## config.mk

```make
export PLATFORM = sky130hd
export DESIGN_NAME = pipe_ctrl_flat
export DESIGN_NICKNAME = d
export VERILOG_FILES = /design/src/rtl/pipe_ctrl_pkg.sv /design/src/rtl/pipe_ctrl_if.sv /design/src/rtl/pipe_ctrl_dec.sv /design/src/rtl/pipe_ctrl.sv /design/src/flat_wrapper.sv
export SDC_FILE = /design/constraint.sdc
export NUM_CORES = 1
export LEC_CHECK = 0
export ABC_AREA = 1
export BUFFER_PORTS_ARGS = -buffer_cell sky130_fd_sc_hd__buf_4
export CAP_MARGIN = 20
export CELL_PAD_IN_SITES_DETAIL_PLACEMENT = 1
export CELL_PAD_IN_SITES_GLOBAL_PLACEMENT = 1
export CORE_MARGIN = 3
export CORE_UTILIZATION = 33
export CTS_BUF_LIST = sky130_fd_sc_hd__clkbuf_4
export DETAILED_ROUTE_END_ITERATION = 12
export PLACE_DENSITY_LB_ADDON = 0.1
export SLEW_MARGIN = 5
export SYNTH_ARGS = -nofsm -noshare
export SYNTH_HDL_FRONTEND = slang
export SYNTH_SLANG_ARGS = --single-unit
```

## constraint.sdc

```tcl
create_clock -name clk -period 1.9 [get_ports clk]
set_input_delay 0.19 -clock clk [delete_from_list [all_inputs] [get_ports clk]]
set_output_delay 0.19 -clock clk [all_outputs]
set_load 0.05 [all_outputs]
```

## src/rtl/pipe_ctrl_pkg.sv

```systemverilog
// Shared decode constants, pipeline control word and hazard helpers for pipe_ctrl.
// Mult/div encodings are only decoded when PIPE_CTRL_MULDIV_EN is defined.
package pipe_ctrl_pkg;

  localparam logic [5:0] OP_RTYPE = 6'h00;
  localparam logic [5:0] OP_J     = 6'h02;
  localparam logic [5:0] OP_JAL   = 6'h03;
  localparam logic [5:0] OP_BEQ   = 6'h04;
  localparam logic [5:0] OP_ORI   = 6'h0d;
  localparam logic [5:0] OP_LUI   = 6'h0f;
  localparam logic [5:0] OP_LW    = 6'h23;
  localparam logic [5:0] OP_SW    = 6'h2b;

  localparam logic [5:0] FN_JALR  = 6'h09;
  localparam logic [5:0] FN_MFHI  = 6'h10;
  localparam logic [5:0] FN_MFLO  = 6'h12;
  localparam logic [5:0] FN_MULT  = 6'h18;
  localparam logic [5:0] FN_DIV   = 6'h1a;
  localparam logic [5:0] FN_ADDU  = 6'h21;
  localparam logic [5:0] FN_SUBU  = 6'h23;

  // TUSE_NONE exceeds every Tnew, so an unused source can never raise a hazard
  localparam logic [1:0] TUSE_D    = 2'd0;
  localparam logic [1:0] TUSE_E    = 2'd1;
  localparam logic [1:0] TUSE_M    = 2'd2;
  localparam logic [1:0] TUSE_NONE = 2'd3;

  localparam logic [1:0] TNEW_PC  = 2'd0;
  localparam logic [1:0] TNEW_ALU = 2'd1;
  localparam logic [1:0] TNEW_LD  = 2'd2;

  // dest keeps the 5-bit ISA field; the top resizes it to RA_W on the ports
  typedef struct packed {
    logic [2:0] alu_op;
    logic       alu_src;
    logic       mem_write;
    logic       reg_write;
    logic [1:0] reg_src;
    logic [4:0] dest;
    logic [1:0] tnew;
    logic       md_start;
  } ctrl_t;

  localparam ctrl_t CTRL_BUBBLE = '0;

  typedef struct packed {
    ctrl_t      ctrl;
    logic [1:0] ext_op;
    logic [1:0] npc_sel;
    logic       is_branch;
    logic [4:0] rs;
    logic [4:0] rt;
    logic [1:0] tuse_rs;
    logic [1:0] tuse_rt;
    logic       md_use;
  } dec_t;

  function automatic logic raw_hz(logic [4:0] src, logic [1:0] tuse,
                                  logic [4:0] dst, logic [1:0] tnew);
    return (src != 5'd0) && (src == dst) && (tnew > tuse);
  endfunction

  function automatic logic [1:0] tnew_age(logic [1:0] t);
    return (t == 2'd0) ? 2'd0 : t - 2'd1;
  endfunction

endpackage

```

## src/rtl/pipe_ctrl_if.sv

```systemverilog
// Decode/control bundle between the datapath (master) and pipe_ctrl (slave).
interface pipe_ctrl_if #(
  parameter int XLEN = 32,
  parameter int RA_W = 5
);
  logic [XLEN-1:0] instr_d;
  logic [1:0]      ext_op_d;
  logic [1:0]      npc_sel_d;
  logic            is_branch_d;
  logic            stall;
  logic [2:0]      alu_op_e;
  logic            alu_src_e;
  logic            mem_write_m;
  logic            reg_write_w;
  logic [1:0]      reg_src_w;
  logic [RA_W-1:0] wa_e;
  logic [RA_W-1:0] wa_m;
  logic [RA_W-1:0] wa_w;
  logic            md_start_e;
  logic            md_busy;

  modport master (
    output instr_d,
    input  ext_op_d, npc_sel_d, is_branch_d, stall, alu_op_e, alu_src_e,
           mem_write_m, reg_write_w, reg_src_w, wa_e, wa_m, wa_w,
           md_start_e, md_busy
  );

  modport slave (
    input  instr_d,
    output ext_op_d, npc_sel_d, is_branch_d, stall, alu_op_e, alu_src_e,
           mem_write_m, reg_write_w, reg_src_w, wa_e, wa_m, wa_w,
           md_start_e, md_busy
  );
endinterface

```

## src/rtl/pipe_ctrl_dec.sv

```systemverilog
// Combinational instruction -> control word decoder for the D stage.
// MULT/DIV/MFHI/MFLO decode only under PIPE_CTRL_MULDIV_EN.
module pipe_ctrl_dec
  import pipe_ctrl_pkg::*;
#(
  parameter int XLEN = 32
) (
  input  logic [XLEN-1:0] instr,
  output dec_t            dec
);

  logic [5:0] op, fn;
  logic [4:0] rs, rt, rd;
  logic       unused_shamt;

  assign op = instr[31:26];
  assign rs = instr[25:21];
  assign rt = instr[20:16];
  assign rd = instr[15:11];
  assign fn = instr[5:0];
  assign unused_shamt = ^instr[10:6];

  always_comb begin
    dec         = '0;
    dec.rs      = rs;
    dec.rt      = rt;
    dec.tuse_rs = TUSE_NONE;
    dec.tuse_rt = TUSE_NONE;
    case (op)
      OP_ORI, OP_LUI: begin
        dec.ext_op         = (op == OP_ORI) ? 2'b01 : 2'b10;
        dec.ctrl.alu_op    = 3'b010;
        dec.ctrl.alu_src   = 1'b1;
        dec.ctrl.reg_write = 1'b1;
        dec.ctrl.dest      = rt;
        dec.ctrl.tnew      = TNEW_ALU;
        dec.tuse_rs        = TUSE_E;
      end
      OP_LW: begin
        dec.ctrl.alu_src   = 1'b1;
        dec.ctrl.reg_write = 1'b1;
        dec.ctrl.reg_src   = 2'b01;
        dec.ctrl.dest      = rt;
        dec.ctrl.tnew      = TNEW_LD;
        dec.tuse_rs        = TUSE_E;
      end
      OP_SW: begin
        dec.ctrl.alu_src   = 1'b1;
        dec.ctrl.mem_write = 1'b1;
        dec.tuse_rs        = TUSE_E;
        dec.tuse_rt        = TUSE_M;
      end
      OP_J: begin
        dec.npc_sel   = 2'b10;
        dec.is_branch = 1'b1;
      end
      OP_JAL: begin
        dec.npc_sel        = 2'b10;
        dec.is_branch      = 1'b1;
        dec.ctrl.reg_write = 1'b1;
        dec.ctrl.reg_src   = 2'b10;
        dec.ctrl.dest      = 5'd31;
        dec.ctrl.tnew      = TNEW_PC;
      end
      OP_BEQ: begin
        dec.npc_sel   = 2'b01;
        dec.is_branch = 1'b1;
        dec.tuse_rs   = TUSE_D;
        dec.tuse_rt   = TUSE_D;
      end
      OP_RTYPE: begin
        case (fn)
          FN_ADDU, FN_SUBU: begin
            dec.ctrl.alu_op    = (fn == FN_SUBU) ? 3'b001 : 3'b000;
            dec.ctrl.reg_write = 1'b1;
            dec.ctrl.dest      = rd;
            dec.ctrl.tnew      = TNEW_ALU;
            dec.tuse_rs        = TUSE_E;
            dec.tuse_rt        = TUSE_E;
          end
          FN_JALR: begin
            dec.npc_sel        = 2'b11;
            dec.is_branch      = 1'b1;
            dec.ctrl.reg_write = 1'b1;
            dec.ctrl.reg_src   = 2'b10;
            dec.ctrl.dest      = rd;
            dec.ctrl.tnew      = TNEW_PC;
            dec.tuse_rs        = TUSE_D;
          end
`ifdef PIPE_CTRL_MULDIV_EN
          FN_MULT, FN_DIV: begin
            dec.ctrl.md_start = 1'b1;
            dec.md_use        = 1'b1;
            dec.tuse_rs       = TUSE_E;
            dec.tuse_rt       = TUSE_E;
          end
          FN_MFHI, FN_MFLO: begin
            dec.ctrl.reg_write = 1'b1;
            dec.ctrl.reg_src   = 2'b11;
            dec.ctrl.dest      = rd;
            dec.ctrl.tnew      = TNEW_ALU;
            dec.md_use         = 1'b1;
          end
`endif
          default: ;
        endcase
      end
      default: ;
    endcase
    // writes to $0 are dropped so they never look like forwarding sources
    if (dec.ctrl.dest == 5'd0) dec.ctrl.reg_write = 1'b0;
  end

endmodule

```

## src/rtl/pipe_ctrl.sv

```systemverilog
// Pipeline control: D decode, RAW stall detection, E/M/W control-word registers.
// Define PIPE_CTRL_MULDIV_EN to add the mult/div busy counter and its interlock.
module pipe_ctrl
  import pipe_ctrl_pkg::*;
#(
  parameter int XLEN   = 32,
  parameter int RA_W   = 5,
  parameter int MD_LAT = 5
) (
  input  logic        clk,
  input  logic        rst_n,
  pipe_ctrl_if.slave  pc
);

  dec_t  dec;
  ctrl_t e_d, e_q, m_d, m_q, w_d, w_q;
  logic  stall, raw_stall, md_stall;
  logic  md_start_e, md_busy;
  logic  unused_w;

  pipe_ctrl_dec #(.XLEN(XLEN)) u_dec (
    .instr (pc.instr_d),
    .dec   (dec)
  );

  assign raw_stall = raw_hz(dec.rs, dec.tuse_rs, e_q.dest, e_q.tnew)
                   | raw_hz(dec.rt, dec.tuse_rt, e_q.dest, e_q.tnew)
                   | raw_hz(dec.rs, dec.tuse_rs, m_q.dest, m_q.tnew)
                   | raw_hz(dec.rt, dec.tuse_rt, m_q.dest, m_q.tnew);

`ifdef PIPE_CTRL_MULDIV_EN
  logic [3:0] md_cnt_d, md_cnt_q;

  assign md_start_e = e_q.md_start;
  assign md_busy    = (md_cnt_q != 4'd0);
  // start cycle counts too, so an MF*/MULT right behind a MULT waits MD_LAT+1
  assign md_stall   = dec.md_use & (md_busy | md_start_e);

  always_comb begin
    md_cnt_d = md_cnt_q;
    if (md_start_e)   md_cnt_d = 4'(MD_LAT);
    else if (md_busy) md_cnt_d = md_cnt_q - 4'd1;
  end

  always_ff @(posedge clk or negedge rst_n) begin
    if (!rst_n) md_cnt_q <= 4'd0;
    else        md_cnt_q <= md_cnt_d;
  end
`else
  localparam int md_lat_unused = MD_LAT;
  logic unused_md;

  assign md_start_e = 1'b0;
  assign md_busy    = 1'b0;
  assign md_stall   = 1'b0;
  assign unused_md  = dec.md_use;
`endif

  assign stall = raw_stall | md_stall;

  always_comb begin
    e_d      = stall ? CTRL_BUBBLE : dec.ctrl;
    m_d      = e_q;
    m_d.tnew = tnew_age(e_q.tnew);
    w_d      = m_q;
    w_d.tnew = tnew_age(m_q.tnew);
  end

  always_ff @(posedge clk or negedge rst_n) begin
    if (!rst_n) begin
      e_q <= CTRL_BUBBLE;
      m_q <= CTRL_BUBBLE;
      w_q <= CTRL_BUBBLE;
    end else begin
      e_q <= e_d;
      m_q <= m_d;
      w_q <= w_d;
    end
  end

  assign unused_w = ^{w_q.alu_op, w_q.alu_src, w_q.mem_write, w_q.tnew, w_q.md_start};

  assign pc.ext_op_d    = dec.ext_op;
  assign pc.npc_sel_d   = dec.npc_sel;
  assign pc.is_branch_d = dec.is_branch;
  assign pc.stall       = stall;
  assign pc.alu_op_e    = e_q.alu_op;
  assign pc.alu_src_e   = e_q.alu_src;
  assign pc.mem_write_m = m_q.mem_write;
  assign pc.reg_write_w = w_q.reg_write;
  assign pc.reg_src_w   = w_q.reg_src;
  assign pc.wa_e        = RA_W'(e_q.dest);
  assign pc.wa_m        = RA_W'(m_q.dest);
  assign pc.wa_w        = RA_W'(w_q.dest);
  assign pc.md_start_e  = md_start_e;
  assign pc.md_busy     = md_busy;

endmodule
```

## src/flat_wrapper.sv

```systemverilog
// flat-port wrapper written by rule: the top's interface ports become plain ports
module pipe_ctrl_flat import pipe_ctrl_pkg::*;
#(
  parameter int XLEN   = 32,
  parameter int RA_W   = 5,
  parameter int MD_LAT = 5
)
  (clk, rst_n, pc_instr_d, pc_ext_op_d, pc_npc_sel_d, pc_is_branch_d, pc_stall, pc_alu_op_e, pc_alu_src_e, pc_mem_write_m, pc_reg_write_w, pc_reg_src_w, pc_wa_e, pc_wa_m, pc_wa_w, pc_md_start_e, pc_md_busy);
  pipe_ctrl_if #(.XLEN(XLEN), .RA_W(RA_W)) pc_i ();
  input  logic clk;
  input  logic rst_n;
  input wire logic [$bits(pc_i.instr_d)-1:0] pc_instr_d;
  output wire logic [$bits(pc_i.ext_op_d)-1:0] pc_ext_op_d;
  output wire logic [$bits(pc_i.npc_sel_d)-1:0] pc_npc_sel_d;
  output wire logic [$bits(pc_i.is_branch_d)-1:0] pc_is_branch_d;
  output wire logic [$bits(pc_i.stall)-1:0] pc_stall;
  output wire logic [$bits(pc_i.alu_op_e)-1:0] pc_alu_op_e;
  output wire logic [$bits(pc_i.alu_src_e)-1:0] pc_alu_src_e;
  output wire logic [$bits(pc_i.mem_write_m)-1:0] pc_mem_write_m;
  output wire logic [$bits(pc_i.reg_write_w)-1:0] pc_reg_write_w;
  output wire logic [$bits(pc_i.reg_src_w)-1:0] pc_reg_src_w;
  output wire logic [$bits(pc_i.wa_e)-1:0] pc_wa_e;
  output wire logic [$bits(pc_i.wa_m)-1:0] pc_wa_m;
  output wire logic [$bits(pc_i.wa_w)-1:0] pc_wa_w;
  output wire logic [$bits(pc_i.md_start_e)-1:0] pc_md_start_e;
  output wire logic [$bits(pc_i.md_busy)-1:0] pc_md_busy;
  assign pc_i.instr_d = pc_instr_d;
  assign pc_ext_op_d = pc_i.ext_op_d;
  assign pc_npc_sel_d = pc_i.npc_sel_d;
  assign pc_is_branch_d = pc_i.is_branch_d;
  assign pc_stall = pc_i.stall;
  assign pc_alu_op_e = pc_i.alu_op_e;
  assign pc_alu_src_e = pc_i.alu_src_e;
  assign pc_mem_write_m = pc_i.mem_write_m;
  assign pc_reg_write_w = pc_i.reg_write_w;
  assign pc_reg_src_w = pc_i.reg_src_w;
  assign pc_wa_e = pc_i.wa_e;
  assign pc_wa_m = pc_i.wa_m;
  assign pc_wa_w = pc_i.wa_w;
  assign pc_md_start_e = pc_i.md_start_e;
  assign pc_md_busy = pc_i.md_busy;
  pipe_ctrl #(.XLEN(XLEN), .RA_W(RA_W), .MD_LAT(MD_LAT)) u_core (.clk(clk), .rst_n(rst_n), .pc(pc_i));
endmodule
```

==> impl_results.rst, run 1 <==
.. list-table::
   :header-rows: 1

   * - Metric
     - Value
   * - Critical Path Slowest Stage Cell
     - ha_4
   * - Type of the worst setup path
     - in -> out
   * - Routed via count divided by cell count
     - between 4 and 5
   * - RSZ-0062 raised after global routing
     - yes
   * - Die width
     - 81.24 um
   * - Synth Instances
     - around 230
   * - Max-cap violations
     - 0
   * - Maximum cell stage delay along the critical path
     - about 0.24 ns
   * - Critical path data required time
     - ~1.7 ns
   * - Most common library cell in the layout ignoring fill and taps
     - buf_4
   * - Peak VDD IR
     - roughly 0.00029 V
   * - Count of cells along the worst register-to-register path
     - 13
   * - Type of element launching the critical path
     - input pin
   * - Mapped cell area
     - 0.001868 mm2
   * - Post-synth EDFFs
     - 0
   * - Maximum level of the CTS H-tree
     - 2
   * - Post-Synthesis Mean Instance Area
     - about 8 um2
   * - Worst path buffer plus inverter count
     - 3
   * - # clock sinks
     - 32
   * - Critical Path End Type
     - primary output
   * - Number of antenna violations at the first check in global routing
     - 0
   * - Total leakage power
     - about 1.5 nW
   * - Vertical die dimension
     - slightly above 80 um
   * - Commonest cells after routing, fill and taps aside
     - 76 x buf_4, 32 x dfrtp_1, 24 x nand2_1
   * - Final worst path period need
     - 2.279 ns
   * - Post-route clock period utilization
     - 1.199
   * - Total instance count after detailed placement
     - 360
   * - Largest driver fanout on the critical path
     - 3
   * - Synthesis-to-layout area growth
     - 60.28%
   * - Final non-filler cell area
     - between 0.002 and 0.003 mm2
   * - Half-perimeter wire length of the detailed placement result
     - roughly 4200 um
   * - Critical Path, Cell by Cell
     - buf_8 > nor2_4 > inv_2 > nor4_4 > nor2_2 > a21oi_4 > ha_4 > nand2_2 > nand3_2 > nor2_2 > nand4_1 > nand2_1 > nand2_2 > nand2_4 > buf_8
   * - Post-layout net count
     - 352
   * - Type of the worst min-delay path
     - in -> reg
   * - Number of buffers added by the clock tree synthesis step
     - 5
   * - Length of the first detailed-routing pass in iterations
     - 4
   * - Share of post-route cells with drive strength above 1
     - 0.5258
   * - Number of cells on the critical path
     - 15
   * - Distinct cells, synth
     - 25
   * - Clock insertion delay at the later pin of the skew report
     - roughly 0.34 ns
   * - Fin Clk Skew
     - between 0.015 and 0.02 ns
   * - Non-filler cells in the finished layout
     - between 300 and 400
   * - TritonCTS clock tree
     - built
   * - Global-route wire length before repair
     - about 8700 um
   * - Family with the most delay on the worst path
     - simple AND/OR/NAND/NOR gates
   * - Max-slew violations
     - 0
   * - Ports
     - 65
   * - DRC errors left
     - 0
   * - Clock transition at the registers of the reported paths
     - around 0.11 ns
   * - Core region area
     - 0.005303 mm2
   * - Final worst-path setup slack
     - -0.3788 ns
   * - Total global routing track utilization
     - 0.1747
   * - DP Area
     - 0.002472 mm2
   * - Post-synth top flop
     - dfrtp_1
   * - Overall die area
     - roughly 0.0066 mm2
   * - Tightest hold margin
     - roughly 0.12 ns
   * - # diodes
     - 0
   * - Cell at the root of the clock tree
     - clkbuf_4
   * - DRT Wirelength
     - 6083 um
   * - Total of flip-flops plus latches after synthesis
     - 32
   * - Share of the yosys chip area belonging to registers
     - 0.4287
   * - PwrDens
     - roughly 470 mW/mm2
   * - Detailed-route via count
     - between 1.5k and 2k
   * - Pin count of the biggest net entering global routing
     - 33
   * - Global route total overflow
     - 0
   * - Data arrival at the endpoint of the critical path
     - 2.09 ns
   * - Final ANT Viol Nets
     - 0
   * - # setup viols final
     - 14
   * - Core Util, Final
     - 0.5647
   * - Site Rows
     - 26
   * - Number of port buffers
     - between 50 and 60
   * - Run status
     - finished with violations
   * - Violated checks
     - negative setup slack
   * - Number of warnings reported in the yosys synthesis log
     - 0
   * - Clock buffer depth
     - 2
   * - Async set-or-reset flop fraction in the synthesized netlist
     - 1.000
   * - Effective utilization at floorplan
     - 0.3523
   * - Number of violations reported at the end of detailed-routing iteration 0
     - 53
   * - Fmax
     - ~0.44 GHz
   * - Hold Vio Cnt, Final
     - 0
   * - Number of global-route vias before repair
     - roughly 1.9k
   * - Routed WL per cell
     - roughly 16 um
   * - Number of cells on the worst hold path
     - 3
   * - RePlAce Congestion
     - about 0.83
sequential cells by signal (all words and copies together), names as in the netlist:
signal,flops
u_core.e_q,5
u_core.m_q,5
u_core.pc.wa_e,5
u_core.pc.wa_m,5
u_core.pc.wa_w,5
u_core.pc.alu_op_e,2
u_core.pc.reg_src_w,2
u_core.pc.alu_src_e,1
u_core.pc.mem_write_m,1
u_core.pc.reg_write_w,1
Yosys cell counts (all sizes together), types with 4 or more instances:
cell | n | area [um2]
nor2 | 38 | 162.7
nand4 | 9 | 56.30
nand2 | 42 | 180.2
xnor2 | 4 | 35.03
nor3 | 6 | 30.03
a21oi | 10 | 53.80
xor2 | 9 | 78.83
ha | 8 | 100.1
inv | 31 | 116.4
dfrtp | 32 | 800.8
buf | 15 | 112.6
nand3 | 16 | 80.08
cell type report:
class	count	area (um2)
clock inverters	1	5.005
inverters	31	128.9
clock buffers	6	45.04
multi-input cells	151	1184
well taps	70	87.58
repair buffers	89	743.2
fillers	624	2308
flip-flops and latches	32	800.8
metrics by stage:
step                setup WS (ns)  total power, W  TNS, ns
floorplan                 -0.1258       0.0008737   -1.070
global placement          -0.4559       0.0009964   -5.680
detailed placement        -0.4823        0.001003   -6.149
CTS                       -0.3729        0.001384   -1.384
global route              -0.4554        0.001483   -5.662
finish                    -0.3788        0.001415   -4.560
repair_timing:
item,in CTS,in global routing
endpoints found under the hold margin,32,0
pin swaps,13,33
gates cloned,1,0
setup endpoints to repair,13,14
gates resized for setup,21,67
hold buffers,1,0
setup buffers,3,9
report_power, final:
group	switching (W)	internal, W	total, W
Combinational	0.000196	0.000131	0.000327
Clock	0.000227	0.000150	0.000377
Sequential	0.0000134	0.000698	0.000711
Total	0.000436	0.000980	0.00142
worst register-to-register path, stage by stage, from the launching register on:
cell,delay [ns]
dfrtp_1,0.53
ha_4,0.27
a21oi_2,0.15
nor2_1,0.07
nand4_1,0.09
nand2_1,0.08
nand2_2,0.10
nand2_4,0.07
buf_6,0.11
buf_6,0.10
buf_6,0.10
buf_6,0.12
buf_12,0.14
a21oi_4,0.12
path summary, 6_finish.rpt:
| path | start | slack [ns] | to |
|---|---|---|---|
| setup / recovery | pc_instr_d[30] | -0.38 | pc_stall |
| hold / removal | pc_instr_d[13] | 0.12 | u_core.pc.wa_e[2]$_DFF_PN0_ |
| setup reg to reg | u_core.e_q[8]$_DFF_PN0_ | -0.22 | u_core.e_q[1]$_DFF_PN0_ |
| hold reg to reg | u_core.m_q[8]$_DFF_PN0_ | 0.36 | u_core.pc.reg_src_w[0]$_DFF_PN0_ |
| max in group asynchronous | rst_n | 1.29 | u_core.pc.wa_w[0]$_DFF_PN0_ |
| min in group asynchronous | rst_n | 0.31 | u_core.pc.wa_e[4]$_DFF_PN0_ |
logic make-up after synthesis:
group / Yosys count / share of synthesized area
compound gates: 12 / 0.03684
xor+xnor: 13 / 0.06095
fa+ha+maj: 8 / 0.05359
buf+inv: 47 / 0.1299
flops: 32 / 0.4287
other cells: 1 / 0.002007
simple gates: 115 / 0.2880
routing by layer:
metal  GRT usage  part of all wire  routed length (um)
met5           0                 0                   0
met4     0.08784             0.023                 138
met3     0.03659             0.045                 273
met2      0.2931              0.54                3281
met1      0.2110              0.39                2391
(Power assumes the default switching activity.)
==> run 2: changes to the inputs <==
- CELL_PAD_IN_SITES_DETAIL_PLACEMENT: 1 -> default
- CELL_PAD_IN_SITES_GLOBAL_PLACEMENT: 1 -> default
- CORE_UTILIZATION: 33 -> 35
- PLACE_DENSITY_LB_ADDON: 0.1 -> default
- SYNTH_HIERARCHICAL: default -> 1
==> run 2 against run 1 <==
  * The run still ends with negative setup slack left
  * Maximum frequency up 7.5%
  * Combinational power fell by 2%
  * Synthesized area up 20%
  * Global-route usage is 2.3 points lower
==> impl_results.rst, run 2 <==
.. list-table::
   :header-rows: 1

   * - Metric
     - Value
   * - Post-layout net count
     - 417 (+18%)
   * - DRC errors left
     - 0 (unchanged)
   * - Pin count of the biggest net entering global routing
     - 35 (+6.1%)
   * - Die width
     - 86.06 um (+5.9%)
   * - Synthesis-to-layout area growth
     - 36.48%
   * - TritonCTS clock tree
     - built
   * - Routed WL per cell
     - 11.67 um (-27%)
   * - Run status
     - finished with violations
   * - Number of buffers added by the clock tree synthesis step
     - 5 (unchanged)
   * - Cell at the root of the clock tree
     - clkbuf_4
   * - Synth Instances
     - 309 (+36%)
   * - Count of cells along the worst register-to-register path
     - 12 (-1)
   * - Effective utilization at floorplan
     - 0.3701 (+0.01786)
   * - Met1 wire length
     - 2313 um (-3.3%)
   * - Cell-internal power
     - 0.001143 W (+17%)
   * - Final worst path period need
     - 2.120 ns (-0.1584 ns)
   * - Number of global-route vias before repair
     - 1964 (+5.0%)
   * - Number of warnings reported in the yosys synthesis log
     - 6 (+6)
   * - Hold path endpoint
     - u_core/pc.alu_op_e[0]$_DFF_PN0_
   * - Ports
     - 65 (unchanged)
   * - # clock sinks
     - 34 (+6.3%)
   * - Uppermost routed layer
     - met4
   * - Metal2 WL
     - 2503 um (-24%)
   * - Post-route clock period utilization
     - 1.116 (-0.08336)
   * - Length of the first detailed-routing pass in iterations
     - 4 (unchanged)
   * - Core region area
     - 0.006061 mm2 (+14%)
   * - Fin Clk Skew
     - 0.008953 ns (-0.008577 ns)
   * - Max-slew violations
     - 0 (unchanged)
   * - Switching power share of the total
     - 0.2880 (-0.01983)
   * - Overall die area
     - 0.007406 mm2 (+12%)
   * - Max reg flops
     - 6
   * - Site Rows
     - 28 (+7.7%)
   * - Critical Path End Type
     - primary output
   * - Final ANT Viol Nets
     - 0 (unchanged)
   * - Vertical die dimension
     - 86.06 um (+5.9%)
   * - Largest driver fanout on the critical path
     - 4 (+1)
   * - Hold Vio Cnt, Final
     - 0 (unchanged)
   * - Core Util, Final
     - 0.5052 (-0.05949)
   * - # diodes
     - 0 (unchanged)
   * - Tightest hold margin
     - 0.1694 ns (+0.05249 ns)
   * - Most common library cell in the layout ignoring fill and taps
     - buf_4
   * - Routed via count divided by cell count
     - 4.426 (-5.4%)
   * - Clk pwr share
     - 0.331 (+0.065)
   * - Clock transition at the registers of the reported paths
     - 0.11 ns (about the same)
   * - Critical path data required time
     - 1.71 ns (about the same)
   * - Critical R2R Capture
     - u_core/pc.wa_e[0]$_DFF_PN0_
   * - Maximum level of the CTS H-tree
     - 2 (unchanged)
   * - Total leakage power
     - 1.730 nW (+13%)
   * - Post-Synthesis Mean Instance Area
     - 7.260 um2 (-11%)
   * - Worst setup slack after placement
     - -0.3499 ns (+0.1323 ns)
   * - Met3 wirelength from detailed routing
     - 290 um (+6.2%)
   * - Final worst-path setup slack
     - -0.2204 ns (+0.1584 ns)
   * - Violated checks
     - negative setup slack
   * - Clock buffer depth
     - 2 (unchanged)
   * - Number of port buffers
     - 57 (+1.8%)
   * - Top reg by flops
     - u_core/e_q
   * - Half-perimeter wire length of the detailed placement result
     - 4067 um (-3.1%)
   * - Total global routing track utilization
     - 0.1514 (-0.02335)
   * - Global route total overflow
     - 0 (unchanged)
   * - Mapped cell area
     - 0.002243 mm2 (+20%)
   * - Type of the worst min-delay path
     - in -> reg
   * - Hold path startpoint
     - pc_instr_d[1]
   * - Overall power of the completed layout
     - 0.001605 W (+13%)
   * - DRT Wirelength
     - 5265 um (-13%)
   * - Data arrival at the endpoint of the critical path
     - 1.93 ns (-0.16 ns)
   * - Number of cells on the worst hold path
     - 5 (+2)
   * - Peak VDD IR
     - 0.0002486 V (-13%)
   * - Max-cap violations
     - 0 (unchanged)
   * - Global-route wire length before repair
     - 8838 um (+2.0%)
   * - Number of antenna violations at the first check in global routing
     - 0 (unchanged)
   * - Clock insertion delay at the later pin of the skew report
     - 0.34 ns (about the same)
   * - Start of the worst register-to-register path
     - u_core/e_q[1]$_DFF_PN0_
   * - Commonest cells after routing, fill and taps aside
     - 78 x buf_4, 72 x nand2_1, 51 x inv_1
   * - Share of post-route cells with drive strength above 1
     - 0.3910 (-0.1348)
   * - Number of violations reported at the end of detailed-routing iteration 0
     - 90 (+70%)
   * - RePlAce Congestion
     - 0.8500 (+2.7%)
   * - Type of the worst setup path
     - in -> out
   * - Switching pwr
     - 0.0004624 W (+6.1%)
   * - Fmax
     - 0.4716 GHz (+7.5%)
   * - PwrDens
     - 524.4 mW/mm2 (+11%)
   * - FF-to-FF setup slack
     - 0.11 ns (+0.33 ns)
   * - Portion of total power attributed to combinational logic
     - 0.200 (-0.031)
   * - # setup viols final
     - 1 (-13)
   * - Setup Total Neg Slack
     - -0.2204 ns (+4.339 ns)
   * - Type of element launching the critical path
     - input pin
   * - Share of power burned in registers
     - 0.469 (-0.034)
   * - RSZ-0062 raised after global routing
     - yes
   * - Detailed-route via count
     - 1996 (+12%)
==> run 2: cell count changes in the layout (fill, tap and decap cells not counted), moves of 4 or more <==
| cell | previous run | this run |
|---|---|---|
| nand3_1 | 12 | 17 |
| ha_1 | 0 | 4 |
| xor2_1 | 9 | 4 |
| ha_4 | 8 | 4 |
| nand2_1 | 24 | 72 |
| inv_1 | 23 | 51 |
| nor2_2 | 6 | 2 |
| xnor2_1 | 4 | 0 |
| nand4_1 | 9 | 1 |
| nor2_1 | 17 | 34 |
==> run 2: final cells by class <==
| cell class | count | area, um2 |
|---|---|---|
| inverter | 61 | 239.0 |
| multi-input combinational | 188 | 1125 |
| clock buffer | 5 | 37.54 |
| sequential | 34 | 850.8 |
| clock inverter | 3 | 45.04 |
| timing repair buffer | 85 | 670.6 |
| fill | 611 | 2999 |
| tap | 75 | 93.84 |
==> run 2: metrics by stage <==
step	instances	instance area, um2
global route	451	3062
finish	451	3062
global placement	436	2799
detailed placement	436	2799
floorplan	310	2335
CTS	450	3047
==> run 2: worst max-delay path by stage <==
stage / from / cells past startpoint / end
global placement: pc_instr_d[29] / 16 / pc_stall
finish: pc_instr_d[28] / 18 / pc_stall
CTS: pc_instr_d[28] / 16 / pc_stall
global route: pc_instr_d[27] / 17 / pc_stall
detailed placement: pc_instr_d[29] / 16 / pc_stall
floorplan: pc_instr_d[29] / 15 / pc_stall
==> run 2: what timing repair did <==
action	in CTS	in global routing
gates resized for setup	26	2
hold buffers	1	0
endpoints found under the setup margin	1	15
buffers inserted	5	1
pin swaps	19	1
endpoints found under the hold margin	34	0
cloned	0	0
==> run 2: per-layer routing <==
metal	GRT usage	up-vias
met1	0.1849	902
met3	0.03170	11
li1	-	1018
met5	0	-
met2	0.2523	65
met4	0.07338	0
==> run 2: power groups by stage <==
stage | clock, W | sequential (W) | combinational, W
after floorplan | 0 | 0.000787 | 0.000173
final | 0.000531 | 0.000753 | 0.000322
after global routing | 0.000588 | 0.000756 | 0.000351
after global placement | 0 | 0.000767 | 0.000297
after detailed placement | 0 | 0.000768 | 0.000300
after CTS | 0.000549 | 0.000753 | 0.000321
==> run 2: critical path: stages <==
cell	delay, ns
buf_8	0.11
nor2_4	0.12
nand2_2	0.09
nor2_4	0.16
buf_4	0.13
buf_6	0.09
nand2_4	0.06
nand2_8	0.07
inv_4	0.05
ha_4	0.20
nand2_1	0.05
nand3_1	0.07
nor2_1	0.09
nand3_1	0.07
nand2_1	0.09
nand2_2	0.07
nand2_4	0.08
buf_8	0.14
